## src/rtl/calc2_pkg.sv

```systemverilog
`default_nettype none
// ============================================================================
// Module      : calc2_pkg
// Description : Shared types, command/response codes and small helpers for
//               the calc2 port issuer slice.
// Revision    : 1.0 - initial release
// ============================================================================
package calc2_pkg;

    typedef logic [0:1]  tag_t;
    typedef logic [0:31] data_t;
    typedef logic [0:3]  cmd_t;
    typedef logic [0:1]  resp_t;

    localparam int c_NUM_TAGS = 4;

    localparam cmd_t CMD_NOP = 4'd0;
    localparam cmd_t CMD_ADD = 4'd1;
    localparam cmd_t CMD_SUB = 4'd2;
    localparam cmd_t CMD_SHL = 4'd5;
    localparam cmd_t CMD_SHR = 4'd6;

    localparam resp_t RESP_NONE    = 2'd0;
    localparam resp_t RESP_OK      = 2'd1;
    localparam resp_t RESP_ERR     = 2'd2;
    localparam resp_t RESP_TIMEOUT = 2'd3;

    function automatic logic [0:2] popcount4(input logic [0:c_NUM_TAGS-1] v);
        logic [0:2] n;
        n = '0;
        for (int i = 0; i < c_NUM_TAGS; i++) begin
            n = n + {2'b00, v[i]};
        end
        return n;
    endfunction

    // Scans downward so the last hit written is the lowest-numbered free tag.
    function automatic tag_t lowest_free(input logic [0:c_NUM_TAGS-1] busy);
        tag_t t;
        t = '0;
        for (int i = c_NUM_TAGS - 1; i >= 0; i--) begin
            if (!busy[i]) begin
                t = tag_t'(i);
            end
        end
        return t;
    endfunction

endpackage
`default_nettype wire

```

## src/rtl/calc2_tag_tracker.sv

```systemverilog
`default_nettype none
// ============================================================================
// Module      : calc2_tag_tracker
// Description : Busy bitmap, lowest-free allocator, per-tag age counters with
//               timeout arbitration, and registered outstanding count.
// Revision    : 1.0 - initial release
// ============================================================================
module calc2_tag_tracker
    import calc2_pkg::*;
#(
    parameter int TIMEOUT = 64,
    parameter int CNT_W   = $clog2(TIMEOUT + 1)
) (
    input  logic       clk,
    input  logic       reset,
    input  logic       i_alloc,
    input  logic       i_rsp_valid,
    input  tag_t       i_rsp_tag,
    output logic       o_any_free,
    output tag_t       o_alloc_tag,
    output logic       o_rsp_hit,
    output logic       o_to_valid,
    output tag_t       o_to_tag,
    output logic [0:2] o_outstanding
);

    localparam logic [0:CNT_W-1] c_AGE_MAX = CNT_W'(TIMEOUT);

    logic [0:c_NUM_TAGS-1] r_busy;
    logic [0:CNT_W-1]      r_age [c_NUM_TAGS];
    logic [0:2]            r_outstanding;
    logic [0:c_NUM_TAGS-1] w_pending;
    logic [0:c_NUM_TAGS-1] w_busy_next;

    assign o_any_free    = ~&r_busy;
    assign o_alloc_tag   = lowest_free(r_busy);
    assign o_rsp_hit     = i_rsp_valid && r_busy[i_rsp_tag];
    assign o_outstanding = r_outstanding;

    always_comb begin
        w_pending = '0;
        for (int t = 0; t < c_NUM_TAGS; t++) begin
            w_pending[t] = r_busy[t] && (r_age[t] == c_AGE_MAX);
        end
    end

    // A real response owns the host slot; pending timeouts hold and retry.
    always_comb begin
        o_to_tag = '0;
        for (int t = c_NUM_TAGS - 1; t >= 0; t--) begin
            if (w_pending[t]) begin
                o_to_tag = tag_t'(t);
            end
        end
    end

    assign o_to_valid = (|w_pending) && !o_rsp_hit;

    always_comb begin
        w_busy_next = r_busy;
        if (i_alloc) begin
            w_busy_next[o_alloc_tag] = 1'b1;
        end
        if (o_rsp_hit) begin
            w_busy_next[i_rsp_tag] = 1'b0;
        end
        if (o_to_valid) begin
            w_busy_next[o_to_tag] = 1'b0;
        end
    end

    // Age is zeroed on allocation so it reads 0 during the command cycle and
    // counts every cycle after it, saturating at TIMEOUT.
    always_ff @(posedge clk) begin
        if (reset) begin
            r_busy        <= '0;
            r_outstanding <= '0;
            for (int t = 0; t < c_NUM_TAGS; t++) begin
                r_age[t] <= '0;
            end
        end else begin
            r_busy        <= w_busy_next;
            r_outstanding <= popcount4(w_busy_next);
            for (int t = 0; t < c_NUM_TAGS; t++) begin
                if (i_alloc && (o_alloc_tag == tag_t'(t))) begin
                    r_age[t] <= '0;
                end else if (r_busy[t] && (r_age[t] != c_AGE_MAX)) begin
                    r_age[t] <= r_age[t] + CNT_W'(1);
                end
            end
        end
    end

endmodule
`default_nettype wire

```

## src/rtl/calc2_port_issuer.sv

```systemverilog
`default_nettype none
// ============================================================================
// Module      : calc2_port_issuer
// Description : Host-facing issuer for one calc2 request port: two-cycle
//               command/operand sequencing plus tagged response return.
// Revision    : 1.0 - initial release
// ============================================================================
module calc2_port_issuer
    import calc2_pkg::*;
#(
    parameter int TIMEOUT = 64,
    parameter int CNT_W   = $clog2(TIMEOUT + 1)
) (
    input  logic        clk,
    input  logic        reset,
    input  logic        host_req_valid,
    output logic        host_req_ready,
    input  logic [0:3]  host_req_cmd,
    input  logic [0:31] host_req_op1,
    input  logic [0:31] host_req_op2,
    output logic [0:3]  req_cmd_out,
    output logic [0:31] req_data_out,
    output logic [0:1]  req_tag_out,
    input  logic [0:1]  dut_resp_in,
    input  logic [0:31] dut_data_in,
    input  logic [0:1]  dut_tag_in,
    output logic        host_rsp_valid,
    output logic [0:1]  host_rsp_resp,
    output logic [0:31] host_rsp_data,
    output logic [0:1]  host_rsp_tag,
    output logic [0:2]  outstanding,
    output logic        stray_resp_err
);

    localparam logic [1:0] c_ST_IDLE = 2'd0;
    localparam logic [1:0] c_ST_CMD  = 2'd1;
    localparam logic [1:0] c_ST_OPND = 2'd2;

    logic [1:0] r_state;
    data_t      r_op2;
    cmd_t       r_req_cmd;
    data_t      r_req_data;
    tag_t       r_req_tag;
    logic       r_rsp_valid;
    resp_t      r_rsp_resp;
    data_t      r_rsp_data;
    tag_t       r_rsp_tag;
    logic       r_stray;

    logic w_accept;
    logic w_alloc;
    logic w_any_free;
    tag_t w_alloc_tag;
    logic w_rsp_valid;
    logic w_rsp_hit;
    logic w_to_valid;
    tag_t w_to_tag;

    assign host_req_ready = ((r_state == c_ST_IDLE) || (r_state == c_ST_OPND))
                            && w_any_free && !reset;
    assign w_accept    = host_req_valid && host_req_ready;
    assign w_alloc     = w_accept && (host_req_cmd != CMD_NOP);
    assign w_rsp_valid = (dut_resp_in != RESP_NONE);

    calc2_tag_tracker #(
        .TIMEOUT (TIMEOUT),
        .CNT_W   (CNT_W)
    ) u_tracker (
        .clk           (clk),
        .reset         (reset),
        .i_alloc       (w_alloc),
        .i_rsp_valid   (w_rsp_valid),
        .i_rsp_tag     (dut_tag_in),
        .o_any_free    (w_any_free),
        .o_alloc_tag   (w_alloc_tag),
        .o_rsp_hit     (w_rsp_hit),
        .o_to_valid    (w_to_valid),
        .o_to_tag      (w_to_tag),
        .o_outstanding (outstanding)
    );

    always_ff @(posedge clk) begin
        if (reset) begin
            r_state     <= c_ST_IDLE;
            r_op2       <= '0;
            r_req_cmd   <= '0;
            r_req_data  <= '0;
            r_req_tag   <= '0;
            r_rsp_valid <= 1'b0;
            r_rsp_resp  <= '0;
            r_rsp_data  <= '0;
            r_rsp_tag   <= '0;
            r_stray     <= 1'b0;
        end else begin
            case (r_state)
                c_ST_CMD: begin
                    r_state    <= c_ST_OPND;
                    r_req_cmd  <= CMD_NOP;
                    r_req_data <= r_op2;
                    r_req_tag  <= '0;
                end
                default: begin
                    // Only op2 needs holding; cmd/op1/tag go straight out.
                    if (w_alloc) begin
                        r_state    <= c_ST_CMD;
                        r_req_cmd  <= host_req_cmd;
                        r_req_data <= host_req_op1;
                        r_req_tag  <= w_alloc_tag;
                        r_op2      <= host_req_op2;
                    end else begin
                        r_state    <= c_ST_IDLE;
                        r_req_cmd  <= '0;
                        r_req_data <= '0;
                        r_req_tag  <= '0;
                    end
                end
            endcase

            r_rsp_valid <= w_rsp_hit || w_to_valid;
            r_stray     <= w_rsp_valid && !w_rsp_hit;
            if (w_rsp_hit) begin
                r_rsp_resp <= dut_resp_in;
                r_rsp_data <= dut_data_in;
                r_rsp_tag  <= dut_tag_in;
            end else if (w_to_valid) begin
                r_rsp_resp <= RESP_TIMEOUT;
                r_rsp_data <= '0;
                r_rsp_tag  <= w_to_tag;
            end else begin
                r_rsp_resp <= '0;
                r_rsp_data <= '0;
                r_rsp_tag  <= '0;
            end
        end
    end

    assign req_cmd_out    = r_req_cmd;
    assign req_data_out   = r_req_data;
    assign req_tag_out    = r_req_tag;
    assign host_rsp_valid = r_rsp_valid;
    assign host_rsp_resp  = r_rsp_resp;
    assign host_rsp_data  = r_rsp_data;
    assign host_rsp_tag   = r_rsp_tag;
    assign stray_resp_err = r_stray;

endmodule
`default_nettype wire

```

## config.mk

```make
export PLATFORM = sky130hd
export DESIGN_NAME = calc2_port_issuer
export DESIGN_NICKNAME = d
export VERILOG_FILES = /design/src/rtl/calc2_pkg.sv /design/src/rtl/calc2_tag_tracker.sv /design/src/rtl/calc2_port_issuer.sv
export SDC_FILE = /design/constraint.sdc
export NUM_CORES = 1
export LEC_CHECK = 0
export ABC_AREA = 1
export BUFFER_PORTS_ARGS = -buffer_cell sky130_fd_sc_hd__buf_2
export CAP_MARGIN = 20
export CORE_MARGIN = 1.5
export CORE_UTILIZATION = 40
export CTS_CLUSTER_DIAMETER = 150
export DETAILED_ROUTE_END_ITERATION = 7
export PLACE_DENSITY = 0.68
export SYNTH_ARGS = -nofsm -noshare
export SYNTH_HDL_FRONTEND = slang
export SYNTH_SLANG_ARGS = --single-unit
```

## constraint.sdc

```tcl
create_clock -name clk -period 2.5 [get_ports clk]
set_clock_uncertainty 0.1 [all_clocks]
set_input_delay 0.375 -clock clk [delete_from_list [all_inputs] [get_ports clk]]
set_output_delay 0.375 -clock clk [all_outputs]
set_load 0.05 [all_outputs]
```

==> flow_summary_export.csv, run 1 <==
group,metric,value,unit
critical_path,crit_fanout,2,
die,num_rows,42,
pwr,power,0.005769,W
routing,num_vias,4675,
synthesis,ys_ff_latch,145,
clocking,cts_htree_levels,4,
die,initial_core_util,41.46,%
routing,wl_per_cell,12.74,µm
critical_path,crit_chain,"inv_1 -> ha_1 -> nand2_1 -> inv_2 -> nand3_2 -> nor2_2 -> nand2_1 -> nand2_2 -> nand2_2 -> a31oi_1 -> ha_1 -> fa_2 -> ha_4 -> inv_2 -> nor2_1",
critical_path,cp_num_buf_inv,3,
critical_path,crit_slowest_cell,"edfxtp_1",
synthesis,yosys.area.top_type_share,42.32,%
clocking,clockRootBuffer,"clkbuf_16",
pwr,cellPowerDensity,777.4,mW/mm²
critical_path,path_class,"reg -> reg",
grt,grt.overflow.total,0,
critical_path,startpoint_type,"flop",
critical_path,end_kind,"flop",
grt,grt_pass1_vias,4341,
worst_hold_path,hp-start,"host_req_op1[5]",
finish,postLayoutCoreUtil,55.60,%
grt,grt_use_total,17.77,%
die,fp.dieH,120.6,µm
synthesis,synth-edff-count,28,
synthesis,synth_async_sr_flop_share,0,%
clocking,path_clk_slew,0.06,ns
critical_path,required,2.75,ns
synthesis,syn_inst,612,
grt,grt_start_max_net_pins,61,
timing,worst_pin_slew,0.5995,ns
job,drv_cap,0,
timing,maxSlewHeadroom,60.03,%
die,die_width,120.6,µm
placed_design,port_buffers,186,
placed_design,dp_hpwl,9.441,mm
routing,initialDrtViolationCount,223,
synthesis,yosysWarnings,0,
die,ios,187,
timing,tns,0,ns
critical_path,rr_startpoint,"u_tracker.r_age[0][21]",
finish,syn_to_final_growth,34.09,%
synthesis,syn-num-nets,730,
critical_path,cp_top_family,"adder cells",
outcome,status,"finished, final reports clean",
grt,grt_pass1_wl,20.04,mm
synthesis,synth_cell_types,33,
critical_path,worstPathArrival,2.68,ns
timing,finalSetupViolations,0,
finish,layout-drive-gt1-share,33.01,%
timing,rsz0062_at_grt,"true",
clocking,clk-insertion-delay-late,0.41,ns
clocking,cts.sinks,145,
routing,drcViolationCount,0,
placed_design,gp_congestion,0.8741,
routing,postRouteAntennaNets,0,
clocking,cts_buffers,17,
synthesis,synth.cell_area,0.005534,mm²
critical_path,cp-startpoint,"u_tracker.r_age[0][21]",
clocking,cts_buffer_depth,2,
routing,first_pass_iters,4,
timing,period_share,96.93,%
synthesis,avgSynthCellArea,9.043,µm²
timing,slew_violations,0,
worst_hold_path,hold_path_class,"in -> reg",
die,design.core.area,0.01335,mm²
timing,max_freq,412.7,MHz
pwr,peakVddDrop,0.0004196,V
synthesis,dominantRegCellSynth,"dfxtp_1",
grt,antenna_found_initial,0,
routing,routed_wl,12.90,mm
clocking,tritoncts,"yes",
pwr,p_leak,3.658,nW
finish,n_antenna_cell,0,
synthesis,synth.largest_area_cell,"dfxtp_1",
timing,period_needed,2.423,ns
timing,hold_violations,0,
die,die-area,0.01455,mm²
finish,nets,941,
synthesis,synthTopCellsByArea,"dfxtp_1 (42%), edfxtp_1 (15%), nor2_1 (9.5%), inv_1 (5.4%), a22o_1 (4.1%)",
routing,via_per_inst,4.620,
synthesis,yosysSeqAreaShare,57.52,%
critical_path,slowest_delay,0.38,ns
final timing paths:
check                                to  slack (ns)  depth (start not counted)
max reg2reg  u_tracker.o_outstanding[1]        0.08                         15
max          u_tracker.o_outstanding[1]        0.08                         15
min                     req_data_out[5]        0.06                          3
min reg2reg                   r_op2[31]        0.35                          2
cell families after synthesis:
logic type / Yosys count / share of synthesized area, %
adder cells (fa/ha/maj): 11 / 2.623
AO/OA/AOI/OAI: 93 / 10.51
AND/OR/NAND/NOR: 248 / 19.29
buffers and inverters: 108 / 8.953
XOR/XNOR: 7 / 1.108
flip-flops: 145 / 57.52
per-layer routing:
| layer | share of wire (%) | GRT usage (%) |
|---|---|---|
| met1 | 44 | 21.47 |
| met2 | 48 | 29.79 |
| met3 | 6.5 | 4.575 |
| met4 | 2.1 | 7.868 |
| met5 | 0 | 0 |
worst reg2reg max path: stages (launching register included):
cell and delay, ns:
edfxtp_1 0.38, inv_1 0.07, ha_1 0.13, nand2_1 0.06, inv_2 0.06, nand3_2 0.07
nor2_2 0.10, nand2_1 0.07, nand2_2 0.08, nand2_2 0.06, a31oi_1 0.18, ha_1 0.26
fa_2 0.35, ha_4 0.27, inv_2 0.02, nor2_1 0.08
cell usage after synthesis, types with 5 or more instances:
library cell	number
buf_6	9
ha_1	10
nand3_1	25
inv_1	79
o21ai_0	41
nand2_1	51
o21ai_1	5
a21oi_1	13
nand4_1	8
nand2_2	6
buf_2	7
nor3b_1	9
edfxtp_1	28
a22o_1	26
dfxtp_1	117
nor2_1	140
clkbuf_1	7
power by group:
group	internal [W]	total, W	switching, W
logic	0.000201	0.000597	0.000396
registers	0.00249	0.00254	0.0000478
clock network	0.00165	0.00263	0.000982
total	0.00434	0.00577	0.00143
through the flow:
| step | hold slack (ns) | worst slack, ns | area [µm²] | instances |
|---|---|---|---|---|
| global placement | 0.3360 | -0.05212 | 6768 | 978 |
| finish | 0.06219 | 0.07682 | 7421 | 1012 |
| detailed placement | 0.3412 | -0.07863 | 6768 | 978 |
| floorplan | 0.3240 | -0.1130 | 5573 | 612 |
| global route | 0.05339 | -0.09241 | 7421 | 1012 |
| CTS | 0.04856 | 0.0003832 | 7401 | 1011 |
flip-flops by register name, indices dropped and copies added (netlist names):
register,flops
r_op2,32
req_cmd_out,4
u_tracker.r_busy,4
host_rsp_resp,2
host_rsp_valid,1
u_tracker.o_outstanding,3
req_data_out,32
host_rsp_data,32
u_tracker.r_age,28
host_rsp_tag,2
stray_resp_err,1
req_tag_out,2
r_state,2
placed cells by master, fill, tap and decap left out, drive strengths merged, types with 3 or more instances in the layout:
| master | n |
|---|---|
| inv | 89 |
| o21ai | 47 |
| a21oi | 13 |
| edfxtp | 28 |
| nand2 | 57 |
| clkbuf | 19 |
| nor2 | 142 |
| nand4 | 8 |
| nor3b | 9 |
| bufinv | 3 |
| nor3 | 4 |
| buf | 216 |
| dfxtp | 117 |
| clkinv | 5 |
| xor2 | 4 |
| ha | 10 |
| a22o | 26 |
| o21a | 4 |
| nand3 | 26 |
| xnor2 | 3 |
what timing repair did:
item / CTS / global route
endpoints found under the setup margin: 1 / 3
gates resized for setup: 0 / 6
pin swaps: 1 / 6
setup buffers: 1 / 1
hold buffers: 0 / 0
cell type report:
class / count / area (µm²)
clock buffers: 19 / 454.2
clock inverters: 13 / 171.4
fillers: 1228 / 5927
inverters: 84 / 327.8
multi-input cells: 359 / 1896
flip-flops and latches: 145 / 3183
well taps: 176 / 220.2
repair buffers: 216 / 1169
Power figures use the tool's default switching activity.
==> run 2, diff against run 1 <==
--- a/config.mk
+++ b/config.mk
@@ -13,6 +13,7 @@
 export CTS_CLUSTER_DIAMETER = 150
 export DETAILED_ROUTE_END_ITERATION = 7
 export PLACE_DENSITY = 0.68
+export SETUP_SLACK_MARGIN = 0.2
 export SYNTH_ARGS = -nofsm -noshare
 export SYNTH_HDL_FRONTEND = slang
 export SYNTH_SLANG_ARGS = --single-unit
==> flow_summary_export.csv, run 2 (synthesis gave the netlist of run 1 again) <==
group,metric,value,unit
job,drv_cap,0,
outcome,status,"finished, final reports clean",
finish,regArea,0.003183,mm²
finish,n_fill_cell,1227,
timing,maxSlewHeadroom,60.14,%
grt,grt_start_max_net_pins,61,
timing,worst_pin_slew,0.5979,ns
clocking,clockRootBuffer,"clkbuf_16",
worst_hold_path,worstHoldPathCells,3,
finish,final_area,0.007450,mm²
grt,antenna_found_initial,0,
finish,n_antenna_cell,0,
timing,period_needed,2.427,ns
timing,hold_violations,0,
routing,drcViolationCount,0,
placed_design,port_buffers,186,
clocking,hold_buffers,0,
clocking,cts.sinks,145,
die,die-area,0.01455,mm²
clocking,cts_buffers,17,
routing,num_vias,4653,
die,fp.dieH,120.6,µm
finish,layout-drive-gt1-share,33.37,%
grt,grt_pass1_vias,4337,
timing,period_share,97.07,%
clocking,cts_buffer_depth,2,
clocking,tritoncts,"yes",
placed_design,placed_cell_area,0.006768,mm²
timing,finalSetupViolations,0,
routing,wl_per_cell,12.67,µm
critical_path,worstPathArrival,2.68,ns
die,design.core.area,0.01335,mm²
grt,grt_use_total,17.78,%
critical_path,end_kind,"flop",
critical_path,crit_fanout,4,
pwr,cellPowerDensity,774.7,mW/mm²
critical_path,ff2ff_path_depth,12,
timing,rsz0062_at_grt,"true",
finish,mostFrequentLayoutCells,"buf_2 (186), nor2_1 (138), dfxtp_1 (117), inv_1 (75), nand2_1 (49)",
critical_path,required,2.75,ns
placed_design,dp_hpwl,9.441,mm
worst_hold_path,hold_path_class,"in -> reg",
critical_path,path_class,"reg -> reg",
finish,nets,944,
die,num_rows,42,
die,die_width,120.6,µm
placed_design,gp_congestion,0.8741,
clocking,cts_htree_levels,4,
routing,routed_wl,12.86,mm
die,ios,187,
grt,grt.overflow.total,0,
finish,multiInputGateArea,0.001898,mm²
routing,initialDrtViolationCount,221,
routing,via_per_inst,4.584,
placed_design,place_ws,-0.07863,ns
routing,first_pass_iters,4,
pwr,p_leak,3.674,nW
timing,max_freq,412.1,MHz
timing,hold_slack,0.06311,ns
pwr,peakVddDrop,0.0004181,V
clocking,path_clk_slew,0.06,ns
finish,syn_to_final_growth,34.61,%
clocking,clk-insertion-delay-late,0.41,ns
critical_path,startpoint_type,"flop",
routing,postRouteAntennaNets,0,
timing,setup_ws,0.07325,ns
finish,layout_commonest_cell,"buf_2",
die,initial_core_util,41.46,%
grt,grt_pass1_wl,20.05,mm
timing,slew_violations,0,
==> run 2: cell types whose count changed in the layout (fill, tap and decap cells not counted) <==
cell	before	now
buf_4	29	31
buf_6	0	1
nor2_1	139	138
nor2_2	1	2
==> run 2: metal layers <==
layer | vias to the layer above | routed length, µm | global-route usage, %
li1 | 2398 | - | -
met1 | 2076 | 5707 | 21.50
met2 | 155 | 6122 | 29.79
met3 | 24 | 770 | 4.575
met4 | 0 | 260 | 7.868
met5 | - | 0 | 0
==> run 2: timing repair <==
item,in CTS,in global routing
resized for setup,3,5
setup buffers,1,4
setup endpoints to repair,3,42
pin swaps,6,5
==> run 2: cell type report <==
class | instances | area share (%)
repair buffers | 219 | 16.04
inverters | 84 | 4.400
multi-input cells | 359 | 25.48
clock inverters | 13 | 2.301
flip-flops and latches | 145 | 42.73
well taps | 176 | 2.956
clock buffers | 19 | 6.097
==> run 2: through the flow <==
| stage | total power, W | utilization (%) | cells | setup TNS [ns] |
|---|---|---|---|---|
| 4_1_cts | 0.005832 | 55.50 | 1011 | 0 |
| 3_3_place_gp | 0.003181 | 50.70 | 978 | -0.05212 |
| 2_1_floorplan | 0.002987 | - | 612 | -0.1644 |
| 5_1_grt | 0.006000 | 55.81 | 1015 | -0.08839 |
| 6_report | 0.005772 | 55.81 | 1015 | 0 |
| 3_5_place_dp | 0.003189 | 50.70 | 978 | -0.07863 |
==> run 2: worst paths after layout <==
kind	from	to	slack, ns
min	host_req_op1[5]	req_data_out[5]	0.06
max	u_tracker.r_age[0][1]	u_tracker.o_outstanding[1]	0.07
max reg2reg	u_tracker.r_age[0][1]	u_tracker.o_outstanding[1]	0.07
min reg2reg	r_op2[31]	r_op2[31]	0.35
==> run 2: critical path, cell delays in order, from the launching register on <==
cell and delay [ns]:
edfxtp_1 0.42, inv_1 0.08, ha_1 0.14, nand2_1 0.05, inv_1 0.06, nand4_1 0.20
nand2_1 0.16, a31oi_1 0.11, ha_1 0.32, fa_2 0.35, ha_4 0.27, inv_2 0.02
nor2_1 0.08
==> run 2: power breakdown <==
part | leakage (nW) | switching [W] | total [W] | internal [W]
clock | 0.310 | 0.000981 | 0.00263 | 0.00165
combinational | 2.12 | 0.000396 | 0.000601 | 0.000205
sequential | 1.25 | 0.0000477 | 0.00254 | 0.00249
total | 3.67 | 0.00143 | 0.00577 | 0.00435
==> run 3, diff against run 2 <==
--- a/config.mk
+++ b/config.mk
@@ -5,14 +5,14 @@
 export SDC_FILE = /design/constraint.sdc
 export NUM_CORES = 1
 export LEC_CHECK = 0
-export ABC_AREA = 1
-export BUFFER_PORTS_ARGS = -buffer_cell sky130_fd_sc_hd__buf_2
+export ABC_AREA = 0
+export BUFFER_PORTS_ARGS = -buffer_cell sky130_fd_sc_hd__clkbuf_2
 export CAP_MARGIN = 20
 export CORE_MARGIN = 1.5
 export CORE_UTILIZATION = 40
 export CTS_CLUSTER_DIAMETER = 150
 export DETAILED_ROUTE_END_ITERATION = 7
-export PLACE_DENSITY = 0.68
+export PLACE_DENSITY = 0.69
 export SETUP_SLACK_MARGIN = 0.2
 export SYNTH_ARGS = -nofsm -noshare
 export SYNTH_HDL_FRONTEND = slang
==> flow_summary_export.csv, run 3 <==
group,metric,value,unit
outcome,status,"finished with violations",
outcome,violations,"setup timing",
synthesis,yosysWarnings,0,
critical_path,cp-startpoint,"u_tracker.r_age[0][12]",
critical_path,path_class,"reg -> reg",
finish,n_antenna_cell,0,
routing,postRouteAntennaNets,0,
timing,period_share,100.5,%
pwr,clkPwrFrac,46.0,%
finish,postLayoutCoreUtil,56.81,%
synthesis,ys_ff_latch,145,
die,num_rows,42,
clocking,tritoncts,"yes",
critical_path,worstPathArrival,2.72,ns
critical_path,ff2ff_path_depth,7,
finish,multiInputGateArea,0.002091,mm²
die,ios,187,
timing,setup_ws,-0.01326,ns
routing,drcViolationCount,0,
pwr,switching_share,23.60,%
critical_path,startpoint_type,"flop",
routing,wl_per_cell,14.12,µm
critical_path,crit_fanout,3,
clocking,hold_buffers,0,
grt,grt_pass1_wl,21.09,mm
timing,maxSlewHeadroom,74.86,%
clocking,clk-insertion-delay-late,0.41,ns
critical_path,r2r_setup_slack,-0.01,ns
clocking,cts_buffers,17,
critical_path,r2r-end,"u_tracker.o_outstanding[1]",
clocking,cts_htree_levels,4,
synthesis,synth_async_sr_flop_share,0,%
critical_path,end_kind,"flop",
synthesis,syn-num-nets,638,
grt,grt_pass1_vias,4393,
routing,wl_met2,6.442,mm
timing,finalSetupViolations,1,
pwr,cellPowerDensity,755.9,mW/mm²
synthesis,synth.largest_area_cell,"dfxtp_1",
placed_design,gp_congestion,0.8456,
pwr,p_leak,3.468,nW
clocking,clockRootBuffer,"clkbuf_16",
timing,tns,-0.01326,ns
routing,first_pass_iters,6,
grt,grt.overflow.total,0,
worst_hold_path,hold_path_class,"in -> reg",
die,die_width,119.1,µm
placed_design,port_buffers,186,
critical_path,rr_startpoint,"u_tracker.r_age[0][12]",
finish,mostFrequentLayoutCells,"clkbuf_2 (186), dfxtp_1 (117), nand2_1 (70), buf_4 (46), nor2_1 (42)",
finish,syn_to_final_growth,39.05,%
synthesis,synth.cell_area,0.005389,mm²
finish,layout-drive-gt1-share,38.04,%
die,design.core.area,0.01319,mm²
pwr,p_seq_share,44.4,%
die,die-area,0.01418,mm²
clocking,cts.sinks,145,
job,drv_cap,0,
placed_design,dp_hpwl,9.549,mm
synthesis,yosys-top-cells-count,"dfxtp_1 (117), nand2_1 (70), nor2_1 (43)",
die,initial_core_util,40.86,%
grt,antenna_found_initial,0,
synthesis,synth-edff-count,28,
routing,route.met3.wl,874,µm
routing,dr.max_layer_used,"met4",
timing,hold_violations,0,
synthesis,synthTopCellsByArea,"dfxtp_1 (43%), edfxtp_1 (16%), a22o_1 (5.2%), nand2_1 (4.9%), and3_1 (4.5%)",
timing,max_freq,397.9,MHz
critical_path,required,2.70,ns
synthesis,syn_inst,520,
pwr,power.switching,0.001337,W
synthesis,dominantRegCellSynth,"dfxtp_1",
finish,regArea,0.003183,mm²
pwr,intPower,0.004327,W
routing,initialDrtViolationCount,240,
clocking,path_clk_slew,0.06,ns
synthesis,yosys.area.top_type_share,43.46,%
clocking,cts_buffer_depth,2,
finish,nets,862,
finish,n_fill_cell,1151,
die,fp.dieH,119.1,µm
timing,slew_violations,0,
pwr,peakVddDrop,0.0003217,V
synthesis,yosysSeqAreaShare,59.07,%
routing,routed_wl,13.17,mm
grt,grt_use_total,18.74,%
pwr,pwr-share-comb,9.6,%
routing,num_vias,4571,
finish,layout_commonest_cell,"clkbuf_2",
grt,grt_start_max_net_pins,69,
synthesis,synth_cell_types,45,
routing,via_per_inst,4.899,
synthesis,avgSynthCellArea,10.36,µm²
routing,m1WireLength,5.651,mm
timing,worst_pin_slew,0.3767,ns
timing,period_needed,2.513,ns
critical_path,endpoint,"u_tracker.o_outstanding[1]",
timing,rsz0062_at_grt,"true",
synthesis,synth.most_common_cell,"dfxtp_1",
-- run 3: cell count changes after synthesis, moves of 7 or more --
cell	before	now
a21oi_1	13	40
and2_1	0	7
inv_1	79	15
nand3_1	25	18
o21ai_0	41	11
nor3b_1	9	1
xnor2_1	3	12
nor2_1	140	43
clkbuf_1	7	14
nand2_1	51	70
and3_1	0	39
-- run 3: critical path, cell delays in order (launching register included) --
cell and delay, ns:
edfxtp_1 0.41, or4_4 0.59, nor4_4 0.20, nor2_1 0.09
ha_1 0.31, fa_2 0.37, ha_4 0.22, nor2b_4 0.11
-- run 3: per-stage QoR --
step	std cells	hold slack (ns)	instance area (µm²)	worst slack, ns	power (W)
after global placement	895	0.3432	6741	-0.1022	0.003076
after detailed placement	895	0.3468	6741	-0.1852	0.003091
final	933	0.07250	7493	-0.01326	0.005664
after floorplan	520	0.3366	5410	-0.004285	0.002876
after global routing	933	0.05488	7493	-0.07274	0.005876
after CTS	929	0.05425	7417	0.03385	0.005720
-- run 3: how the worst min path moves through the flow --
stage,startpoint,endpoint,cells after the start
6_report,host_req_op1[10],req_data_out[10],2
4_1_cts,host_req_op1[13],req_data_out[13],2
3_3_place_gp,r_op2[16],r_op2[16],2
2_1_floorplan,r_op2[0],r_op2[0],2
3_5_place_dp,r_op2[15],r_op2[15],2
5_1_grt,host_req_op1[12],req_data_out[12],2
-- run 3: cell type report --
class / instances / area share [%]
Sequential cell: 145 / 42.48
Multi-Input combinational cell: 330 / 27.90
Timing Repair Buffer: 234 / 17.57
Clock buffer: 22 / 6.762
Tap cell: 176 / 2.939
Clock inverter: 10 / 1.553
Inverter: 16 / 0.8015
-- run 3: metal layers --
metal	GRT usage, %	up-vias
met5	0	-
met4	7.229	0
met3	5.412	21
met2	31.68	174
met1	22.51	2119
li1	-	2257
-- run 3: cells by family after synthesis --
family,share of synthesized area (%)
AO/OA/AOI/OAI,12.17
buffers and inverters,4.063
adder cells (fa/ha/maj),2.693
multiplexers,0.3947
AND/OR/NAND/NOR,18.37
XOR/XNOR,3.251
flip-flops,59.07
-- run 3: power by group through the flow --
| stage | combinational (W) | sequential (W) | clock [W] |
|---|---|---|---|
| 2_1_floorplan | 0.000194 | 0.00268 | 0 |
| 3_3_place_gp | 0.000520 | 0.00256 | 0 |
| 3_5_place_dp | 0.000530 | 0.00256 | 0 |
| 4_1_cts | 0.000540 | 0.00251 | 0.00267 |
| 5_1_grt | 0.000592 | 0.00252 | 0.00276 |
| 6_report | 0.000547 | 0.00251 | 0.00260 |
-- run 3: what timing repair did --
action,4_1_cts,5_1_grt
setup buffers,2,4
resized for setup,7,10
pin swaps,2,0
endpoints found under the setup margin,3,3
